==> config.mk <==
export PLATFORM = sky130hd
export DESIGN_NAME = elevator_ctrl_flat
export DESIGN_NICKNAME = d
export VERILOG_FILES = /design/src/rtl/elevator_pkg.sv /design/src/rtl/elevator_ctrl_if.sv /design/src/rtl/elevator_ctrl_req_scan.sv /design/src/rtl/elevator_ctrl.sv /design/src/flat_wrapper.sv
export SDC_FILE = /design/constraint.sdc
export NUM_CORES = 1
export LEC_CHECK = 0
export CORE_UTILIZATION = 35
export CTS_CLUSTER_SIZE = 30
export DETAILED_ROUTE_END_ITERATION = 8
export PLACE_DENSITY = 0.53
export SYNTH_ARGS = -nofsm -noshare
export SYNTH_HDL_FRONTEND = slang
export SYNTH_SLANG_ARGS = --single-unit
==> constraint.sdc <==
create_clock -name clk -period 4.15 [get_ports clk]
set_clock_uncertainty 0.15 [all_clocks]
set_input_delay 0.415 -clock clk [delete_from_list [all_inputs] [get_ports clk]]
set_output_delay 0.415 -clock clk [all_outputs]
set_load 0.01 [all_outputs]
==> src/rtl/elevator_pkg.sv <==
// rtl/elevator_pkg.sv - shared constants for the elevator car scheduler
// Contents: FSM state encoding, the "no floor" marker, default floor count.
package elevator_pkg;

  localparam int DEF_FLOORS = 8;

  // 4'hF can never be a real floor (at most 15 floors, numbered 0..14).
  localparam logic [3:0] NO_FLOOR = 4'hF;

  localparam logic [1:0] ST_IDLE = 2'd0;
  localparam logic [1:0] ST_MOVE = 2'd1;
  localparam logic [1:0] ST_OPEN = 2'd2;

endpackage

==> src/rtl/elevator_ctrl_if.sv <==
// rtl/elevator_ctrl_if.sv - request/clear bus between button register and car scheduler
// Signals:
//   active_in/out_up/out_down_levels      latched requests (button register -> scheduler)
//   inactivate_in/out_up/out_down_levels  one-cycle clear pulses (scheduler -> button register)
//   buttons_blocked                       floor whose buttons are ignored while the door is open
// Modports: master = button register side, slave = scheduler side.
interface elevator_ctrl_if
  import elevator_pkg::*;
#(
  parameter int FLOORS = DEF_FLOORS
);

  logic [FLOORS-1:0] active_in_levels;
  logic [FLOORS-1:0] active_out_up_levels;
  logic [FLOORS-1:0] active_out_down_levels;
  logic [FLOORS-1:0] inactivate_in_levels;
  logic [FLOORS-1:0] inactivate_out_up_levels;
  logic [FLOORS-1:0] inactivate_out_down_levels;
  logic [3:0]        buttons_blocked;

  modport master (
    output active_in_levels, active_out_up_levels, active_out_down_levels,
    input  inactivate_in_levels, inactivate_out_up_levels, inactivate_out_down_levels,
    input  buttons_blocked
  );

  modport slave (
    input  active_in_levels, active_out_up_levels, active_out_down_levels,
    output inactivate_in_levels, inactivate_out_up_levels, inactivate_out_down_levels,
    output buttons_blocked
  );

endinterface

==> src/rtl/elevator_ctrl_req_scan.sv <==
// rtl/elevator_ctrl_req_scan.sv - combinational request scan around one floor
// Ports:
//   req    in   combined request vector, one bit per floor
//   floor  in   reference floor
//   above  out  any request strictly above floor
//   below  out  any request strictly below floor
//   here   out  request at floor
module req_scan
  import elevator_pkg::*;
#(
  parameter int FLOORS = DEF_FLOORS
) (
  input  logic [FLOORS-1:0] req,
  input  logic [3:0]        floor,
  output logic              above,
  output logic              below,
  output logic              here
);

  always_comb begin
    above = 1'b0;
    below = 1'b0;
    here  = 1'b0;
    for (int i = 0; i < FLOORS; i++) begin
      if (i > int'(floor))  above = above | req[i];
      if (i < int'(floor))  below = below | req[i];
      if (i == int'(floor)) here  = req[i];
    end
  end

endmodule

==> src/rtl/elevator_ctrl.sv <==
// rtl/elevator_ctrl.sv - collective (SCAN) car scheduler with motion and door sequencing
// Ports:
//   clk, reset       clock, synchronous active-high reset
//   door_obstructed  holds the door open while high
//   bus              request/clear bus (slave side)
//   current_floor    car position
//   dir_up           travel direction, 1 = up
//   moving           car travelling between floors
//   door_open        door open at current_floor
module elevator_ctrl
  import elevator_pkg::*;
#(
  parameter int FLOORS        = DEF_FLOORS,
  parameter int TRAVEL_CYCLES = 16,
  parameter int DOOR_CYCLES   = 32,
  parameter int CW            = 8
) (
  input  logic            clk,
  input  logic            reset,
  input  logic            door_obstructed,
  elevator_ctrl_if.slave  bus,
  output logic [3:0]      current_floor,
  output logic            dir_up,
  output logic            moving,
  output logic            door_open
);

  localparam logic [3:0]    TOP         = 4'(FLOORS - 1);
  localparam logic [CW-1:0] TRAVEL_LOAD = CW'(TRAVEL_CYCLES - 1);
  localparam logic [CW-1:0] DOOR_LOAD   = CW'(DOOR_CYCLES - 1);

  logic [1:0]        state;
  logic [CW-1:0]     count;
  logic [FLOORS-1:0] pulse_in, pulse_up, pulse_dn;

  logic [FLOORS-1:0] req, floor_mask;
  logic [FLOORS-1:0] svc_in, svc_up, svc_dn;
  logic [3:0]        next_floor, sel_floor;
  logic              arriving, sel_dir;
  logic              above, below, here;
  logic              in_f, up_f, dn_f;
  logic              ahead, behind, new_dir, stop_here, svc_any;

  assign req        = bus.active_in_levels | bus.active_out_up_levels | bus.active_out_down_levels;
  assign arriving   = (state == ST_MOVE) && (count == '0);
  assign next_floor = dir_up ? current_floor + 4'd1 : current_floor - 4'd1;

  // On the arrival edge every decision is taken for the floor being entered,
  // with the direction already turned around at the end floors.
  assign sel_floor = arriving ? next_floor : current_floor;

  always_comb begin
    sel_dir = dir_up;
    if (arriving) begin
      if (next_floor == TOP)       sel_dir = 1'b0;
      else if (next_floor == 4'd0) sel_dir = 1'b1;
    end
  end

  req_scan #(.FLOORS(FLOORS)) u_scan (
    .req   (req),
    .floor (sel_floor),
    .above (above),
    .below (below),
    .here  (here)
  );

  always_comb begin
    floor_mask = '0;
    for (int i = 0; i < FLOORS; i++) floor_mask[i] = (4'(i) == sel_floor);
  end

  assign in_f    = |(bus.active_in_levels & floor_mask);
  assign up_f    = |(bus.active_out_up_levels & floor_mask);
  assign dn_f    = |(bus.active_out_down_levels & floor_mask);
  assign ahead   = sel_dir ? above : below;
  assign behind  = sel_dir ? below : above;
  assign new_dir = (!ahead && behind) ? !sel_dir : sel_dir;

  // A hall call against the travel direction is only served when nothing is
  // left ahead; otherwise it waits for the return sweep. The same rule gates
  // opening from IDLE, so such a call never cycles the door without moving.
  assign stop_here = in_f | (sel_dir ? up_f : dn_f) | (!ahead && here);

  // A vector pulsed last cycle stays quiet this cycle so the button register
  // always sees a fresh rising edge.
  assign svc_in = (pulse_in == '0) ? (bus.active_in_levels & floor_mask) : '0;
  assign svc_up = (pulse_up == '0 && (sel_dir || !ahead)) ? (bus.active_out_up_levels & floor_mask) : '0;
  assign svc_dn = (pulse_dn == '0 && (!sel_dir || !ahead)) ? (bus.active_out_down_levels & floor_mask) : '0;
  assign svc_any = |{svc_in, svc_up, svc_dn};

  always_ff @(posedge clk) begin
    if (reset) begin
      state         <= ST_IDLE;
      count         <= '0;
      current_floor <= 4'd0;
      dir_up        <= 1'b1;
      pulse_in      <= '0;
      pulse_up      <= '0;
      pulse_dn      <= '0;
    end else begin
      pulse_in <= '0;
      pulse_up <= '0;
      pulse_dn <= '0;
      case (state)
        ST_IDLE: begin
          if (stop_here) begin
            state    <= ST_OPEN;
            count    <= DOOR_LOAD;
            dir_up   <= new_dir;
            pulse_in <= svc_in;
            pulse_up <= svc_up;
            pulse_dn <= svc_dn;
          end else if (ahead) begin
            state <= ST_MOVE;
            count <= TRAVEL_LOAD;
          end else if (behind) begin
            state  <= ST_MOVE;
            count  <= TRAVEL_LOAD;
            dir_up <= !dir_up;
          end
        end
        ST_MOVE: begin
          if (count != '0) begin
            count <= count - CW'(1);
          end else begin
            current_floor <= next_floor;
            if (stop_here) begin
              state    <= ST_OPEN;
              count    <= DOOR_LOAD;
              dir_up   <= new_dir;
              pulse_in <= svc_in;
              pulse_up <= svc_up;
              pulse_dn <= svc_dn;
            end else begin
              count  <= TRAVEL_LOAD;
              dir_up <= sel_dir;
            end
          end
        end
        ST_OPEN: begin
          if (svc_any) begin
            dir_up   <= new_dir;
            pulse_in <= svc_in;
            pulse_up <= svc_up;
            pulse_dn <= svc_dn;
          end
          if (door_obstructed || svc_any) count <= DOOR_LOAD;
          else if (count == '0)           state <= ST_IDLE;
          else                            count <= count - CW'(1);
        end
        default: state <= ST_IDLE;
      endcase
    end
  end

  assign moving                         = (state == ST_MOVE);
  assign door_open                      = (state == ST_OPEN);
  assign bus.buttons_blocked            = door_open ? current_floor : NO_FLOOR;
  assign bus.inactivate_in_levels       = pulse_in;
  assign bus.inactivate_out_up_levels   = pulse_up;
  assign bus.inactivate_out_down_levels = pulse_dn;

endmodule

==> src/flat_wrapper.sv <==
// flat-port wrapper written by rule: the top's interface ports become plain ports
module elevator_ctrl_flat import elevator_pkg::*;
#(
  parameter int FLOORS        = DEF_FLOORS,
  parameter int TRAVEL_CYCLES = 16,
  parameter int DOOR_CYCLES   = 32,
  parameter int CW            = 8
)
  (clk, reset, door_obstructed, current_floor, dir_up, moving, door_open, bus_active_in_levels, bus_active_out_up_levels, bus_active_out_down_levels, bus_inactivate_in_levels, bus_inactivate_out_up_levels, bus_inactivate_out_down_levels, bus_buttons_blocked);
  elevator_ctrl_if #(.FLOORS(FLOORS)) bus_i ();
  input  logic clk;
  input  logic reset;
  input  logic door_obstructed;
  output logic [3:0] current_floor;
  output logic dir_up;
  output logic moving;
  output logic door_open;
  input wire logic [$bits(bus_i.active_in_levels)-1:0] bus_active_in_levels;
  input wire logic [$bits(bus_i.active_out_up_levels)-1:0] bus_active_out_up_levels;
  input wire logic [$bits(bus_i.active_out_down_levels)-1:0] bus_active_out_down_levels;
  output wire logic [$bits(bus_i.inactivate_in_levels)-1:0] bus_inactivate_in_levels;
  output wire logic [$bits(bus_i.inactivate_out_up_levels)-1:0] bus_inactivate_out_up_levels;
  output wire logic [$bits(bus_i.inactivate_out_down_levels)-1:0] bus_inactivate_out_down_levels;
  output wire logic [$bits(bus_i.buttons_blocked)-1:0] bus_buttons_blocked;
  assign bus_i.active_in_levels = bus_active_in_levels;
  assign bus_i.active_out_up_levels = bus_active_out_up_levels;
  assign bus_i.active_out_down_levels = bus_active_out_down_levels;
  assign bus_inactivate_in_levels = bus_i.inactivate_in_levels;
  assign bus_inactivate_out_up_levels = bus_i.inactivate_out_up_levels;
  assign bus_inactivate_out_down_levels = bus_i.inactivate_out_down_levels;
  assign bus_buttons_blocked = bus_i.buttons_blocked;
  elevator_ctrl #(.FLOORS(FLOORS), .TRAVEL_CYCLES(TRAVEL_CYCLES), .DOOR_CYCLES(DOOR_CYCLES), .CW(CW)) u_core (.clk(clk), .reset(reset), .door_obstructed(door_obstructed), .bus(bus_i), .current_floor(current_floor), .dir_up(dir_up), .moving(moving), .door_open(door_open));
endmodule
==> Yosys cells after proc, flatten, opt, wreduce, memory -nomap -nowiden <==
Cells that the tools add are included.
{ "word_totals": {"latchBits": 0, "register_bits": 39, "mem_bits_ro": 0, "elab_cells": 172, "mem_count": 0, "input_bits": 27, "ramBits": 0, "output_inout_bits": 35} }
{ "op_classes": {"addsub": 3, "mux": 71, "n_div": 0, "n_eq_ne": 26, "reduce_logical": 29, "multipliers": 0, "order_cmp": 15, "n_shift": 0, "n_bitwise": 21} }
{ "ops": {"columns": ["operator", "n"], "rows": [
  ["2-to-1 mux 8 bit", 18],
  ["case mux 8 bit (3 select lines)", 4],
  ["2-to-1 mux 1 bit", 36],
  ["zero test 8 bit", 4],
  ["bitwise AND 8 bit", 3],
  ["equality test 3 x 4 -> 1 bit, first input constant", 6],
  ["OR reduction 24 bit", 1],
  ["OR reduction 8 bit", 3],
  ["equality test 4 bit, first input constant", 4],
  ["> comparator 3 x 4 -> 1 bit, first input constant", 4],
  ["less-than comparator 3 x 4 -> 1 bit, first input constant", 4],
  ["bitwise OR 8 bit", 2],
  ["bitwise OR 1 bit", 15],
  ["2-to-1 mux 2 bit", 7],
  ["equality test 2 x 4 -> 1 bit, first input constant", 3],
  ["zero test 4 bit", 3],
  ["2-to-1 mux 4 bit", 3],
  ["AND reduction 5 bit", 2],
  ["> comparator 2 x 4 -> 1 bit, first input constant", 2],
  ["less-than comparator 1 x 4 -> 1 bit, first input constant", 2],
  ["less-than comparator 2 x 4 -> 1 bit, first input constant", 2],
  ["inequality test 2 bit, second input constant", 4],
  ["nonzero test 8 bit", 1],
  ["subtractor 8 x 1 -> 8 bit, second input constant", 1],
  ["other kinds (22)", 31]
]} }

==> Longest topological paths before layout <==
{ "depth": {"ltp_word": 28, "depth_mapped": 15, "ltp_nobuf": 12} }

==> By module <==
Synthesis repeated with hierarchy kept, for this count alone.
{ "hier_totals": {"hier_cells": 401, "area_unflattened_um2": 3189.3} }
{ "modules_own_cells": {"columns": ["mod", "area_per_inst_um2", "seq_area_each_um2", "cells_per_inst", "instances"], "rows": [
  ["elevator_ctrl", 2937.8, 780.7, 364, 1],
  ["req_scan", 251.5, 0.0, 37, 1]
]} }

==> Worst setup path before layout <==
No wires, ideal clock.
{ "synth_path": {"path_type": "reg2reg", "from": "reg u_core.dir_up", "to": "reg u_core.count[5]", "setup_slack_ps": 427, "synth_period_minus_slack_ps": 3723, "arrival_ps": 3480, "required_ps": 3907, "path_stages_with_launch": 15, "setup_ps": 93, "path_buffers": 2, "path_cell_list": "dfxtp_1 > inv_1 > fa_1 > xor2_1 > buf_2 > mux4_2 > a22o_1 > a211oi_2 > nor3_1 > or2_4 > or3_1 > o211ai_2 > buf_6 > a21oi_1 > o32ai_1"} }
{ "synth_via": {"elab_chain_len": 27, "word_cells_on_any_way": 104, "classes_between": "order compare (15); eq/ne (17); mux (38); bitwise (18); reduce/logical (16)"} }
{ "synth_rtl": {"columns": ["item", "line_no", "source"], "rows": [
  ["start: declaration", "elevator_ctrl.sv:23", "output logic dir_up,"],
  ["start signal: assignment", "elevator_ctrl.sv:110", "dir_up <= new_dir;"],
  ["start signal: assignment", "elevator_ctrl.sv:120", "dir_up <= !dir_up;"],
  ["start signal: assignment", "elevator_ctrl.sv:131", "dir_up <= new_dir;"],
  ["2-to-1 mux 4 bit", "elevator_ctrl.sv:46", "assign next_floor = dir_up ? current_floor + 4'd1 : current_floor - 4'd1;"],
  ["2-to-1 mux 4 bit", "elevator_ctrl.sv:50", "assign sel_floor = arriving ? next_floor : current_floor;"],
  ["less-than comparator 1 x 4 -> 1 bit", "elevator_ctrl_req_scan.sv:26", "if (i < int'(floor)) below = below | req[i];"],
  ["2-to-1 mux 1 bit", "elevator_ctrl_req_scan.sv:26", null],
  ["bitwise OR 1 bit", "elevator_ctrl_req_scan.sv:26", null],
  ["2-to-1 mux 1 bit", "elevator_ctrl_req_scan.sv:26", null],
  ["bitwise OR 1 bit", "elevator_ctrl_req_scan.sv:26", null],
  ["2-to-1 mux 1 bit", "elevator_ctrl_req_scan.sv:26", null],
  ["[11 not listed]", null, null],
  ["zero test 1 bit", "elevator_ctrl.sv:83, elevator_ctrl.sv:88, elevator_ctrl.sv:89", null],
  ["logical OR 1 bit (on tied branches)", "elevator_ctrl.sv:89, elevator_ctrl.sv:88", null],
  ["logical AND 1 bit (on tied branches)", "elevator_ctrl.sv:89, elevator_ctrl.sv:88", null],
  ["2-to-1 mux 8 bit (on tied branches)", "elevator_ctrl.sv:89, elevator_ctrl.sv:88", null],
  ["OR reduction 24 bit", "elevator_ctrl.sv:90", "assign svc_any = |{svc_in, svc_up, svc_dn};"],
  ["logical OR 1 bit", "elevator_ctrl.sv:148", "if (door_obstructed || svc_any) count <= DOOR_LOAD;"],
  ["inequality test 3 bit (no line) / 2-to-1 mux 8 bit (equally long branches)", null, null],
  ["AND reduction 3 bit (no line) / case mux 8 bit (3 select lines) (equally long branches)", null, null],
  ["end signal: assignment", "elevator_ctrl.sv:125", "count <= count - CW'(1);"],
  ["end signal: assignment", "elevator_ctrl.sv:150", "else count <= count - CW'(1);"],
  ["end: declaration", "elevator_ctrl.sv:33", "logic [CW-1:0] count;"]
]} }
Parallel ways exist; a longest one is shown, timed or not.
A chain may end at the register's enable or synchronous reset.

==> Worst setup path after layout <==
Ends and elaborated chain as after synthesis.

==> impl_metrics.py <==
metrics = {
    "synth": {
        "syn-mean-instance-area_um2": 8.78,
        "synth_flop_cell": "dfxtp_1",
        "syn_inst": 374,
        "seq_area_frac_synth": 0.238,
        "syn-cell-area_mm2": 0.00328,
        "async_flop_share": 0,
        "synth_edf_count": 0,
        "synth.net_count": 413,
        "ys_types": 82,
        "ys_ff_latch": 39,
        "synth_warnings": 0,
    },
    "floorplanning": {
        "floorplan.initialDensity": 0.369,
        "ios": 62,
        "core_area_mm2": 0.00889,
        "dieArea_mm2": 0.00977,
        "rows": 34,
        "die_w_um": 98.8,
        "chipHeight_um": 98.8,
    },
    "placed_design": {
        "port_buffers": 61,
        "postPlaceCellArea_mm2": 0.00410,
        "place_hpwl_um": 8840,
        "dp_cells": 549,
        "gp_congestion": 0.916,
    },
    "global_routing": {
        "groute.usage.overall": 0.240,
        "grt_overflow_total": 0,
        "grt_max_degree": 21,
        "antenna_found_initial": 0,
        "grt_pass1_vias": 3268,
        "grt_pass1_wl_um": 18200,
    },
    "timing": {
        "finalMaxSlewViolations": 0,
        "rsz0062_at_grt": "yes",
        "fin_setup_tns_ns": 0,
        "setup-violations-final": 0,
        "whs_ns": 0.384,
        "max-slew-margin-rel": 0.351,
        "finalCritPeriodShare": 0.956,
        "min_period_ns": 3.97,
        "tightest_slew_ns": 0.971,
        "fmax_ghz": 0.252,
        "hold_viol_final": 0,
    },
    "power": {
        "p_switching_mw": 1.06,
        "ir_drop_mv": 0.269,
        "switching_share": 0.480,
        "p_int_mw": 1.14,
        "p_clk_frac": 0.119,
        "p_leak_nw": 1.71,
        "seq_power_share": 0.218,
        "combPwrFrac": 0.664,
        "power.density_mw_per_mm2": 522,
    },
    "cells_and_area": {
        "antenna_cells": 0,
        "nets": 487,
        "layout-drive-gt1-share": 0.169,
        "final_area_mm2": 0.00421,
        "area_growth_pct": 28.3,
        "fillers": 900,
        "fin_cells": 557,
    },
    "setup_path": {
        "cp.arrival_ns": 4.01,
        "cp_cell_sequence": "inv_1 -> ha_1 -> and3_1 -> or3_1 -> a211oi_1 -> buf_4 -> nor2_1 -> o221a_2 -> a311oi_4 -> nor3_4 -> o31ai_2 -> a21oi_1 -> o32ai_1",
        "crit_fanout": 6,
        "crit_family": "compound AO/OA/AOI/OAI gates",
        "slowest_stage": "o31ai_2",
        "path_buf_inv": 2,
        "slowest_delay_ns": 0.45,
        "path_class": "reg -> reg",
        "end_kind": "flop",
        "reg2reg_slack_ns": 0.18,
        "cp-start-kind": "flop",
        "crit_required_ns": 4.20,
    },
    "clock_tree": {
        "cts_resized": 0,
        "cts_tree": "yes",
        "postCtsSetupBuffers": 0,
        "cts_made_buffers": 5,
        "clockBufferDepth": 2,
        "ctsHoldBuffers": 0,
        "clk_pin_slew_ns": 0.08,
        "clock-sinks": 39,
        "htreeDepth": 2,
        "root_buffer": "clkbuf_8",
        "clk_latency_ns": 0.30,
    },
    "drt": {
        "ant_nets": 0,
        "drtIter0Drc": 242,
        "via_per_inst": 6.06,
        "routedWlPerCell_um": 20.4,
        "drc": 0,
        "vias": 3376,
        "routed_wl_um": 11400,
        "drtPass1Iterations": 5,
    },
    "status": {
        "status": "finished clean",
    },
    "hold_path": {
        "hold_class": "reg -> reg",
    },
    "job": {
        "cap_violations": 0,
    },
}
[stage by stage]
stage,setup slack [ns],utilization,power [mW]
final,0.183,0.474,2.20
after global routing,-0.00625,0.474,2.35
after CTS,0.0748,0.470,2.16
after global placement,0.178,0.461,1.89
after floorplan,0.427,-,1.48
after detailed placement,0.0978,0.461,1.90
[flip-flops by register name (all words and copies together), names as in the netlist]
name	count
u_core.bus.inactivate_in_levels	8
u_core.bus.inactivate_out_down_levels	8
u_core.bus.inactivate_out_up_levels	8
u_core.count	8
u_core.current_floor	4
u_core.dir_up	1
u_core.state	2
[worst paths after layout]
| kind | start | to | cells past startpoint |
|---|---|---|---|
| min | u_core.count[7] | u_core.count[7] | 2 |
| max | u_core.dir_up | u_core.count[5] | 13 |
| max reg2reg | u_core.dir_up | u_core.count[5] | 13 |
| min reg2reg | u_core.count[7] | u_core.count[7] | 2 |
[cell families after synthesis]
logic type / synth area share
XOR/XNOR: 0.00801
buffers and inverters: 0.0503
multiplexers: 0.107
adder cells (fa/ha/maj): 0.0511
AO/OA/AOI/OAI: 0.232
AND/OR/NAND/NOR: 0.313
flip-flops: 0.238
[power groups by stage]
stage               combinational [mW]  clock [mW]  sequential, mW
floorplan                        0.992           0           0.488
global route                      1.59       0.278           0.489
CTS                               1.42       0.265           0.478
detailed placement                1.41           0           0.486
finish                            1.46       0.261           0.479
global placement                  1.41           0           0.486
[layout by cell type (no fill, tap or decap), types with 5 or more instances in the layout]
master / n
mux4_2: 6
nor4_1: 7
o21ai_1: 5
ha_1: 11
a21oi_1: 14
a211oi_1: 7
and3_1: 29
nor3_1: 14
buf_4: 23
inv_1: 16
clkbuf_8: 5
clkdlybuf4s50_1: 61
nand3_1: 12
o21ai_0: 10
nor2_1: 27
or3_1: 11
nand2_1: 23
nand4_1: 6
dfxtp_1: 39
mux2i_1: 16
nand2b_1: 7
[tightest hold or removal path, stage by stage (launching register included)]
cell and delay, ns:
dfxtp_1 0.35, inv_1 0.06, o32ai_1 0.08
[layout make-up]
type                    instances  area, um^2  area share
multi-input cells             301        2370       0.562
well taps                     108         135      0.0321
clock inverters                 1        5.00     0.00119
inverters                      17        63.8      0.0152
repair buffers                 84         783       0.186
clock buffers                   7        76.3      0.0181
flip-flops and latches         39         781       0.185
[layer usage]
layer / share of wire / wire, um / vias up / GRT usage
met3: 0.065 / 741 / 26 / 0.0348
met5: 0 / 0 / - / 0
met1: 0.46 / 5260 / 1625 / 0.330
met2: 0.45 / 5110 / 134 / 0.390
li1: - / - / 1591 / -
met4: 0.023 / 257 / 0 / 0.0723
[synthesized netlist by cell type, drive strengths merged, types with 3 or more instances]
library cell,instances,area (um^2)
or2,3,21.3
buf,14,90.1
o32ai,3,26.3
o211ai,4,48.8
or3,11,68.8
nor3,17,113
nand2,24,92.6
nor4,11,129
clkbuf,3,11.3
nor4b,5,62.6
nand2b,7,43.8
nor2,28,121
nand4,6,37.5
mux4,6,135
a2bb2oi,3,38.8
a211oi,12,115
mux2,5,56.3
a21o,4,30.0
dfxtp,39,781
mux2i,16,160
and3,29,181
o21ai,16,83.8
o31ai,4,48.8
inv,17,63.8
ha,11,138
a41o,4,40.0
and2,3,21.3
nand3,13,70.1
a21oi,15,75.1
(Power assumes the default switching activity.)
